==> config.mk <==
export PLATFORM = sky130hd
export DESIGN_NAME = clock_hms_bcd
export DESIGN_NICKNAME = d
export VERILOG_FILES = /design/src/rtl/clock_hms_bcd.sv
export SDC_FILE = /design/constraint.sdc
export NUM_CORES = 1
export LEC_CHECK = 0
export CAP_MARGIN = 20
export CORE_MARGIN = 2
export CORE_UTILIZATION = 35
export DETAILED_ROUTE_END_ITERATION = 12
export SETUP_SLACK_MARGIN = 0.05
export SLEW_MARGIN = 20
export SYNTH_ARGS = -nofsm -noshare
export SYNTH_HDL_FRONTEND = slang
export SYNTH_SLANG_ARGS = --single-unit
==> constraint.sdc <==
create_clock -name mclk -period 2.05 [get_ports mclk]
set_input_delay 0.41 -clock mclk [delete_from_list [all_inputs] [get_ports mclk]]
set_output_delay 0.41 -clock mclk [all_outputs]
set_load 0.01 [all_outputs]
==> src/rtl/clock_hms_bcd.sv <==
// 24-hour BCD time-of-day counter with validated parallel load and minute/hour set pulses.
// Carry strobes are combinational so a downstream date or alarm stage can cascade off tick_1s.
module clock_hms_bcd #(
    parameter logic [7:0] INIT_HH = 8'h00,
    parameter logic [7:0] INIT_MM = 8'h00,
    parameter logic [7:0] INIT_SS = 8'h00
) (
    input  logic       mclk,
    input  logic       reset,
    input  logic       tick_1s,
    input  logic       load,
    input  logic [7:0] ld_hh,
    input  logic [7:0] ld_mm,
    input  logic [7:0] ld_ss,
    input  logic       inc_min,
    input  logic       inc_hour,
    output logic [7:0] hh,
    output logic [7:0] mm,
    output logic [7:0] ss,
    output logic       min_rco,
    output logic       hour_rco,
    output logic       day_rco,
    output logic       ld_err
);

    logic [7:0] hh_p0, mm_p0, ss_p0;
    logic       ld_err_p0;
    logic       ld_ok, min_adv, hour_adv;

    function automatic logic [7:0] bcd_inc60(input logic [7:0] v);
        logic [7:0] r;
        if (v[3:0] == 4'd9) begin
            r[3:0] = 4'd0;
            r[7:4] = (v[7:4] == 4'd5) ? 4'd0 : v[7:4] + 4'd1;
        end else begin
            r = {v[7:4], v[3:0] + 4'd1};
        end
        return r;
    endfunction

    function automatic logic [7:0] bcd_inc24(input logic [7:0] v);
        logic [7:0] r;
        if (v == 8'h23)
            r = 8'h00;
        else if (v[3:0] == 4'd9)
            r = {v[7:4] + 4'd1, 4'd0};
        else
            r = {v[7:4], v[3:0] + 4'd1};
        return r;
    endfunction

    function automatic logic bcd_ok(input logic [7:0] h, input logic [7:0] m,
                                    input logic [7:0] s);
        logic hr_ok;
        hr_ok = (h[7:4] <= 4'd1 && h[3:0] <= 4'd9) || (h[7:4] == 4'd2 && h[3:0] <= 4'd3);
        return hr_ok && (m[7:4] <= 4'd5) && (m[3:0] <= 4'd9)
                     && (s[7:4] <= 4'd5) && (s[3:0] <= 4'd9);
    endfunction

    assign min_rco  = tick_1s & (ss_p0 == 8'h59);
    assign hour_rco = min_rco & (mm_p0 == 8'h59);
    assign day_rco  = hour_rco & (hh_p0 == 8'h23);

    // inc_min swallows the tick's minute carry, so no hour carry can follow from it
    always_comb begin
        ld_ok    = bcd_ok(ld_hh, ld_mm, ld_ss);
        min_adv  = inc_min | min_rco;
        hour_adv = inc_hour | (hour_rco & ~inc_min);
    end

    // stage p0: time registers
    always_ff @(posedge mclk) begin
        if (reset) begin
            hh_p0     <= INIT_HH;
            mm_p0     <= INIT_MM;
            ss_p0     <= INIT_SS;
            ld_err_p0 <= 1'b0;
        end else begin
            ld_err_p0 <= 1'b0;
            if (load) begin
                if (ld_ok) begin
                    hh_p0 <= ld_hh;
                    mm_p0 <= ld_mm;
                    ss_p0 <= ld_ss;
                end else begin
                    ld_err_p0 <= 1'b1;
                end
            end else begin
                if (tick_1s)
                    ss_p0 <= bcd_inc60(ss_p0);
                if (min_adv)
                    mm_p0 <= bcd_inc60(mm_p0);
                if (hour_adv)
                    hh_p0 <= bcd_inc24(hh_p0);
            end
        end
    end

    assign hh     = hh_p0;
    assign mm     = mm_p0;
    assign ss     = ss_p0;
    assign ld_err = ld_err_p0;

endmodule

==> reports/qor.csv, run 1 <==
metric,value,unit
stdcell_count,402,
diodes,0,
ys_async_sr_fraction,0,%
rsz0062_at_grt,true,
power.density,404,nW/um2
maxSlewViolCount,0,
drcViolationCount,0,
cts-root-buf,clkbuf_8,
cts_tree,built,
netlist_area,1770,um2
synth_xor_area_share,0.991,%
nFillCells,464,
rows,25,
p_sw,0.348,mW
grt_pass1_vias,1922,
cp.required,1.64,ns
grt_use_total,20.3,%
setup_violations,0,
critPathKind,flip-flop to primary output,
synthCells,223,
yosysTopAreaCell,dfxtp_1,
first_pass_iters,4,
synthMuxAreaShare,2.26,%
max_freq,514,MHz
seq_power_share,43.4,%
multi_input_area,1250,um2
outcome,finished clean,
h-tree-depth,1,
cts_buffers,3,
worst_slack,0.103,ns
synth_top_area_share,28.3,%
portBuffers,57,
min_period,1.95,ns
whs,0.526,ns
ir_drop,0.000239,V
reg2reg_from,ss[5],
synth_cell_types,51,
start_util,36.9,%
clk_latency,0.27,ns
slew_headroom,78.5,%
cp_max_fo,2,
sw_frac_of_total,29.2,%
wl_per_cell,13.9,um
cp.arrival,1.54,ns
synth_edf_count,0,
tightest_slew,0.320,ns
internal_power,0.843,mW
hpwl,4.20,mm
dp.cells,395,
period_share,95.0,%
synthTopCellsByCount,"dfxtp_1 (25), nor2_1 (24), a21oi_1 (22)",
area_delta_synth_final,66.9,%
crit_path_start_kind,flip-flop,
min_from,mm[6],
synthTopCellsByArea,"dfxtp_1 (28%), a21oi_1 (6.2%), ha_1 (5.7%), nor2_1 (5.1%), nand2_1 (3.6%)",
die_w,75.1,um
synth.most_common_cell,dfxtp_1,
ys_seq_area_share,28.3,%
layout-drive-gt1-share,26.6,%
grt_max_degree,17,
clockBufferDepth,2,
drt_iter0_markers,74,
syn_nets,261,
hold_violations,0,
reg2regPathDepth,9,
synth-compound-area-share,30.9,%
hold-path-cell-count,2,
grt_pass1_wl,8.96,mm
boundaryPins,58,
place.gp.congestion,0.803,
drv_cap,0,
grt_antenna_before_repair,0,
p_leak,1.19,nW
worstSetupEndpointType,primary output,
yosys.area_share.simple,28.2,%
total_power,1.19,mW
vias,2091,
ys_dominant_reg_cell,dfxtp_1,
dpl_worst_slack,-0.381,ns
ys_ff_latch,25,
path_clk_slew,0.09,ns
grt-ovfl-total,0,
core_area,4790,um2
regArea,502,um2
die_h,75.1,um
die_area,5640,um2
drt-total-wl,5.58,mm
cts.sinks,25,
routed_via_density,5.20,
synth_top_family_by_area,compound AO/OA/AOI/OAI gates,
hp-class,flip-flop to flip-flop,
combinationalPowerShare,30.7,%
syn_avg_cell_area,7.93,um2
finish.utilization,61.6,%
layout.nets,374,
startpoint,ss[5],
power_frac_clock,25.9,%
clock-skew-final,0.00627,ns
ys_warn_count,0,
antenna_left,0,
synth_adder_area_share,5.66,%
-- registers in the layout, summed over array words and instances, names as in the netlist --
register,flops
mm,8
ld_err,1
ss,8
hh,8
-- layer usage --
metal / track usage [%] / share of wire (%)
met5: 0 / 0
met4: 4.56 / 0.50
met3: 1.87 / 4.7
met2: 35.6 / 49
met1: 27.1 / 46
-- timing repair --
action,in CTS,in global routing
hold buffers,0,0
hold endpoints to repair,0,0
setup buffers,2,1
gates resized for setup,12,13
setup endpoints to repair,6,20
pin swaps,3,7
-- power by group through the flow --
stage	Sequential, mW	Combinational [mW]	Clock [mW]
after detailed placement	0.527	0.360	0
after global routing	0.520	0.398	0.335
after global placement	0.527	0.358	0
final	0.517	0.366	0.308
after floorplan	0.546	0.130	0
after CTS	0.516	0.363	0.312
-- logic make-up after synthesis --
logic type,Yosys count
buf+inv,16
fa+ha+maj,8
mux,4
simple gates,92
xor+xnor,2
flops,25
compound gates,76
-- through the flow --
| step | cell area [um2] | TNS (ns) |
|---|---|---|
| 2_1_floorplan | 1770 | 0 |
| 3_3_place_gp | 2840 | -4.50 |
| 3_5_place_dp | 2840 | -5.16 |
| 4_1_cts | 2890 | 0 |
| 5_1_grt | 2950 | 0 |
| 6_report | 2950 | 0 |
-- layout make-up --
type	count	share of cell area [%]
Clock inverter	1	0.170
Multi-Input combinational cell	182	42.5
Tap cell	67	2.84
Clock buffer	3	1.40
Sequential cell	25	17.0
Timing Repair Buffer	117	35.2
Inverter	7	0.891
-- worst max-delay path, stage by stage, from the launching register on --
cell             delay [ns]
dfxtp_2                0.34
inv_1                  0.04
ha_2                   0.16
and4b_1                0.20
buf_4                  0.13
and2_1                 0.16
clkdlybuf4s15_1        0.23
-- layout by cell type (no fill, tap or decap), types with 3 or more instances in the layout --
cell type        synthesis  layout
and3b_1                  3       3
inv_1                    7       7
ha_1                     8       7
a311oi_1                 3       3
a211oi_2                 0       3
clkbuf_8                 0       3
a32o_1                   4       4
a21oi_1                 22      22
buf_4                    0      58
o21ai_1                  4       3
nor2_1                  24      24
nand2_1                 17      17
dfxtp_1                 25      24
nand3_1                 11      11
nand2b_1                 7       7
o21ai_0                  7       7
nand4_1                  3       3
a31oi_1                  3       3
clkdlybuf4s50_1          0      51
nor3_1                   7       5
nor2b_1                  6       6
o31ai_1                  5       4
a211oi_1                 6       3
mux2i_1                  4       4
-- final timing paths --
kind                  end  slack [ns]
hold / removal      mm[6]        0.53
setup reg to reg    hh[6]        0.16
hold reg to reg     mm[6]        0.53
setup / recovery  min_rco        0.10
Power figures use the tool's default switching activity.
==> inputs of run 2 (changes only) <==
--- a/config.mk
+++ b/config.mk
@@ -6,6 +6,7 @@
 export NUM_CORES = 1
 export LEC_CHECK = 0
 export CAP_MARGIN = 20
+export CORE_ASPECT_RATIO = 1.2
 export CORE_MARGIN = 2
 export CORE_UTILIZATION = 35
 export DETAILED_ROUTE_END_ITERATION = 12
==> run 2 against run 1 <==
First-iteration DRC count grew 6.8%. Flip-flop and latch count is the same. Worst setup slack better by 0.016 ns. Die area about the same. Clock skew up 0.0019 ns. Sequential power about the same. Hold slack gained 0.027 ns. Maximum frequency grew 0.81%. Critical path type unchanged. Largest cell class unchanged.
==> reports/qor.csv, run 2 (synthesis results as in run 1) <==
metric,value,unit
outcome,finished clean,
die_w,68.9,um
drcViolationCount,0,
clk_latency,0.27,ns
hold-path-cell-count,2,
layout_commonest_cell,buf_4,
grt_use_total,20.1,%
power.density,401,nW/um2
die_h,81.9,um
finish.utilization,60.4,%
tightest_slew,0.306,ns
drv_cap,0,
rsz0062_at_grt,false,
min_period,1.93,ns
nFillCells,460,
fin_setup_tns,0,ns
crit_path_start_kind,flip-flop,
route.met2.wl,2.76,mm
final_cell_area,2960,um2
reg2regPathDepth,9,
period_share,94.2,%
cp.required,1.64,ns
dpl_worst_slack,-0.389,ns
clockBufferDepth,2,
cts.sinks,25,
portBuffers,57,
cp.arrival,1.52,ns
cts_tree,built,
place.gp.congestion,0.810,
hpwl,4.17,mm
cts_buffers,3,
cts_hold_buf,0,
grt_max_degree,19,
ir_drop,0.000255,V
wl_per_cell,13.9,um
clock-skew-final,0.00819,ns
max_freq,518,MHz
boundaryPins,58,
met3_wirelength,168,um
routed.top_layer,met4,
diodes,0,
path_clk_slew,0.09,ns
vias,2115,
grt-ovfl-total,0,
first_pass_iters,4,
routed_via_density,5.29,
drt-total-wl,5.57,mm
layout-drive-gt1-share,26.5,%
cts-root-buf,clkbuf_8,
critPathKind,flip-flop to primary output,
setup_violations,0,
worstSetupEndpointType,primary output,
m1WireLength,2.52,mm
layout_common_cells,"buf_4 (61), clkdlybuf4s50_1 (47), nor2_1 (24)",
core_area,4900,um2
cp_max_fo,2,
antenna_left,0,
rows,28,
layout.nets,379,
hp-class,flip-flop to flip-flop,
maxSlewViolCount,0,
worst_slack,0.119,ns
p_leak,1.25,nW
h-tree-depth,1,
grt_pass1_wl,8.77,mm
grt_pass1_vias,1950,
start_util,36.0,%
slew_headroom,79.6,%
drt_iter0_markers,79,
die_area,5640,um2
postPlaceCellArea,2830,um2
grt_antenna_before_repair,0,
hold_violations,0,
area_delta_synth_final,67.7,%
-- run 2: cell count changes in the layout (fill, tap and decap cells not counted), moves of 2 or more --
| cell | change |
|---|---|
| a211oi_2 | -3 |
| dlymetal6s2s_1 | +4 |
| a211oi_1 | +3 |
| clkdlybuf4s50_1 | -4 |
| dfxtp_2 | +2 |
| buf_6 | +3 |
| dfxtp_1 | -2 |
| buf_4 | +3 |
-- run 2: area by class of cell --
cell class	instances	area (um2)	area share, %
Clock buffer	4	45.0	1.52
Tap cell	60	75.1	2.53
Timing Repair Buffer	122	1080	36.5
Multi-Input combinational cell	182	1230	41.6
Inverter	7	26.3	0.886
Sequential cell	25	504	17.0
-- run 2: worst paths after layout --
check | slack [ns] | start | endpoint
setup / recovery | 0.12 | ss[5] | day_rco
hold / removal | 0.55 | mm[7] | mm[7]
setup reg to reg | 0.15 | ss[5] | hh[6]
hold reg to reg | 0.55 | mm[7] | mm[7]
-- run 2: stage by stage --
stage          total power [mW]  hold WS [ns]  std cells
5_1_grt                    1.25         0.587        400
6_report                   1.19         0.553        400
3_3_place_gp              0.885         0.524        390
3_5_place_dp              0.889         0.540        390
4_1_cts                    1.19         0.555        397
2_1_floorplan             0.676         0.507        223
-- run 2: worst max-delay path, cell delays in order, from the launching register on --
cell,delay (ns)
dfxtp_2,0.33
inv_1,0.05
ha_2,0.16
and4b_1,0.21
nand4_1,0.11
buf_4,0.17
nor2_1,0.09
buf_2,0.14
-- run 2: what timing repair did --
item                       in CTS  in global routing
hold endpoints to repair        0                  0
buffers inserted                3                  3
cloned                          0                  0
resized for setup              11                 21
pin swaps                       7                  6
setup endpoints to repair      12                 27
-- run 2: routing by layer --
layer  global-route usage (%)  vias to the layer above
li1                         -                     1071
met1                     25.8                      989
met2                     34.9                       47
met3                     1.64                        8
met4                     7.06                        0
met5                        0                        -
-- run 2: report_power, final --
group | total [mW] | switching, mW | internal, mW | leakage [nW]
Combinational | 0.373 | 0.166 | 0.207 | 1.02
Clock | 0.299 | 0.160 | 0.139 | 0.0228
Sequential | 0.515 | 0.0109 | 0.504 | 0.205
==> inputs of run 3 (changes only) <==
--- a/config.mk
+++ b/config.mk
@@ -9,9 +9,9 @@
 export CORE_ASPECT_RATIO = 1.2
 export CORE_MARGIN = 2
 export CORE_UTILIZATION = 35
+export CTS_CLUSTER_DIAMETER = 100
 export DETAILED_ROUTE_END_ITERATION = 12
-export SETUP_SLACK_MARGIN = 0.05
-export SLEW_MARGIN = 20
+export SETUP_SLACK_MARGIN = 0.3
 export SYNTH_ARGS = -nofsm -noshare
 export SYNTH_HDL_FRONTEND = slang
 export SYNTH_SLANG_ARGS = --single-unit
==> run 3 against run 2 <==
Cell area increased by 10%. Routed wire length increased by 7.1%. Flip-flop and latch count unchanged. Hold slack got worse by 0.030 ns. Global-route usage increased by 1.7 points. Die area unchanged. Register-to-register slack improved by 0.04 ns. Critical path depth unchanged. Clock power increased by 1%. First-iteration DRC count increased by 1.3%. Cell count increased by 3.8%. Critical path type unchanged. Critical endpoint is now min_rco. Largest power group unchanged.
==> reports/qor.csv, run 3 (synthesis results as in run 1) <==
metric,value,unit
finish.utilization,66.5,%
cts.sinks,25,
clockBufferDepth,2,
drcViolationCount,0,
cp.required,1.64,ns
grt-ovfl-total,0,
routed_via_density,5.32,
antenna_left,0,
slew_headroom,76.5,%
grt_pass1_wl,9.47,mm
start_util,36.0,%
drt_iter0_markers,80,
layout_common_cells,"buf_4 (69), clkdlybuf4s50_1 (27), nor2_1 (22)",
postPlaceCellArea,2890,um2
clk_latency,0.27,ns
core_area,4900,um2
grt_pass1_vias,2064,
p_leak,1.44,nW
min_period,1.90,ns
critPathKind,flip-flop to primary output,
setup_violations,0,
first_pass_iters,4,
final_cell_area,3260,um2
place.gp.congestion,0.857,
layout.nets,394,
crit_path_start_kind,flip-flop,
outcome,finished clean,
rsz0062_at_grt,true,
worstSetupEndpointType,primary output,
portBuffers,57,
die_w,68.9,um
hp-class,flip-flop to flip-flop,
die_h,81.9,um
vias,2208,
area_delta_synth_final,84.4,%
tightest_slew,0.349,ns
hpwl,4.34,mm
drv_cap,0,
hold_violations,0,
ir_drop,0.000334,V
grt_use_total,21.8,%
grt_max_degree,20,
h-tree-depth,1,
nFillCells,424,
drt-total-wl,5.96,mm
max_freq,527,MHz
wl_per_cell,14.4,um
cts_hold_buf,0,
reg2reg_setup_slack,0.19,ns
cp.arrival,1.49,ns
grt_antenna_before_repair,0,
die_area,5640,um2
layout-drive-gt1-share,37.7,%
cp_max_fo,2,
period_share,92.6,%
diodes,0,
maxSlewViolCount,0,
cts_tree,built,
boundaryPins,58,
cts-root-buf,clkbuf_8,
cts_buffers,3,
power.density,378,nW/um2
clock-skew-final,0.00133,ns
rows,28,
path_clk_slew,0.09,ns
layout_commonest_cell,buf_4,
[run 3: changes by cell type in the layout (fill, tap and decap cells not counted), sizes merged]
cell           before  now
clkbuf              5    7
dlygate4sd2         1   13
dlymetal6s2s        6    8
clkdlybuf4s50      47   27
clkdlybuf4s15       0    3
buf                67   83
[run 3: path summary, 6_finish.rpt]
check	from	end	cells after the start
max	ss[5]	min_rco	7
min	hh[2]	hh[2]	2
min reg2reg	hh[2]	hh[2]	2
max reg2reg	hh[0]	hh[5]	8
[run 3: layer usage]
metal	vias to the layer above	GRT usage, %	part of all wire [%]
met4	0	8.82	1.9
met1	1043	27.7	43
met2	51	37.7	51
met5	-	0	0
li1	1105	-	-
met3	9	1.51	4.0
[run 3: timing repair]
item	in CTS	in global routing
cloned	1	0
setup buffers	7	6
endpoints found under the setup margin	28	33
pin swaps	21	14
resized for setup	63	38
[run 3: where the power goes]
| part | leakage, nW | switching [mW] | internal, mW |
|---|---|---|---|
| clock network | 0.0228 | 0.164 | 0.139 |
| logic | 1.21 | 0.189 | 0.224 |
| registers | 0.206 | 0.0116 | 0.505 |
[run 3: per-stage QoR]
step	hold WS, ns	cells	setup WS, ns	power [mW]	TNS, ns
6_report	0.523	415	0.152	1.23	0
5_1_grt	0.536	415	0.0963	1.30	0
4_1_cts	0.528	409	0.157	1.22	0
3_5_place_dp	0.502	397	-0.355	0.897	-5.04
3_3_place_gp	0.496	397	-0.386	0.894	-4.53
2_1_floorplan	0.507	223	0.293	0.677	0
[run 3: area by class of cell]
class / instances / area (um2) / area share [%]
inverters: 7 / 26.3 / 0.806
clock buffers: 4 / 45.0 / 1.38
multi-input cells: 182 / 1380 / 42.4
flip-flops and latches: 25 / 508 / 15.6
repair buffers: 137 / 1220 / 37.5
well taps: 60 / 75.1 / 2.30
[run 3: worst max-delay path, cell delays in order, from the launching register on]
cell and delay [ns]:
dfxtp_2 0.34, inv_2 0.04, ha_4 0.14, and4b_1 0.19, buf_4 0.13, buf_6 0.11
and2_4 0.14, buf_6 0.11
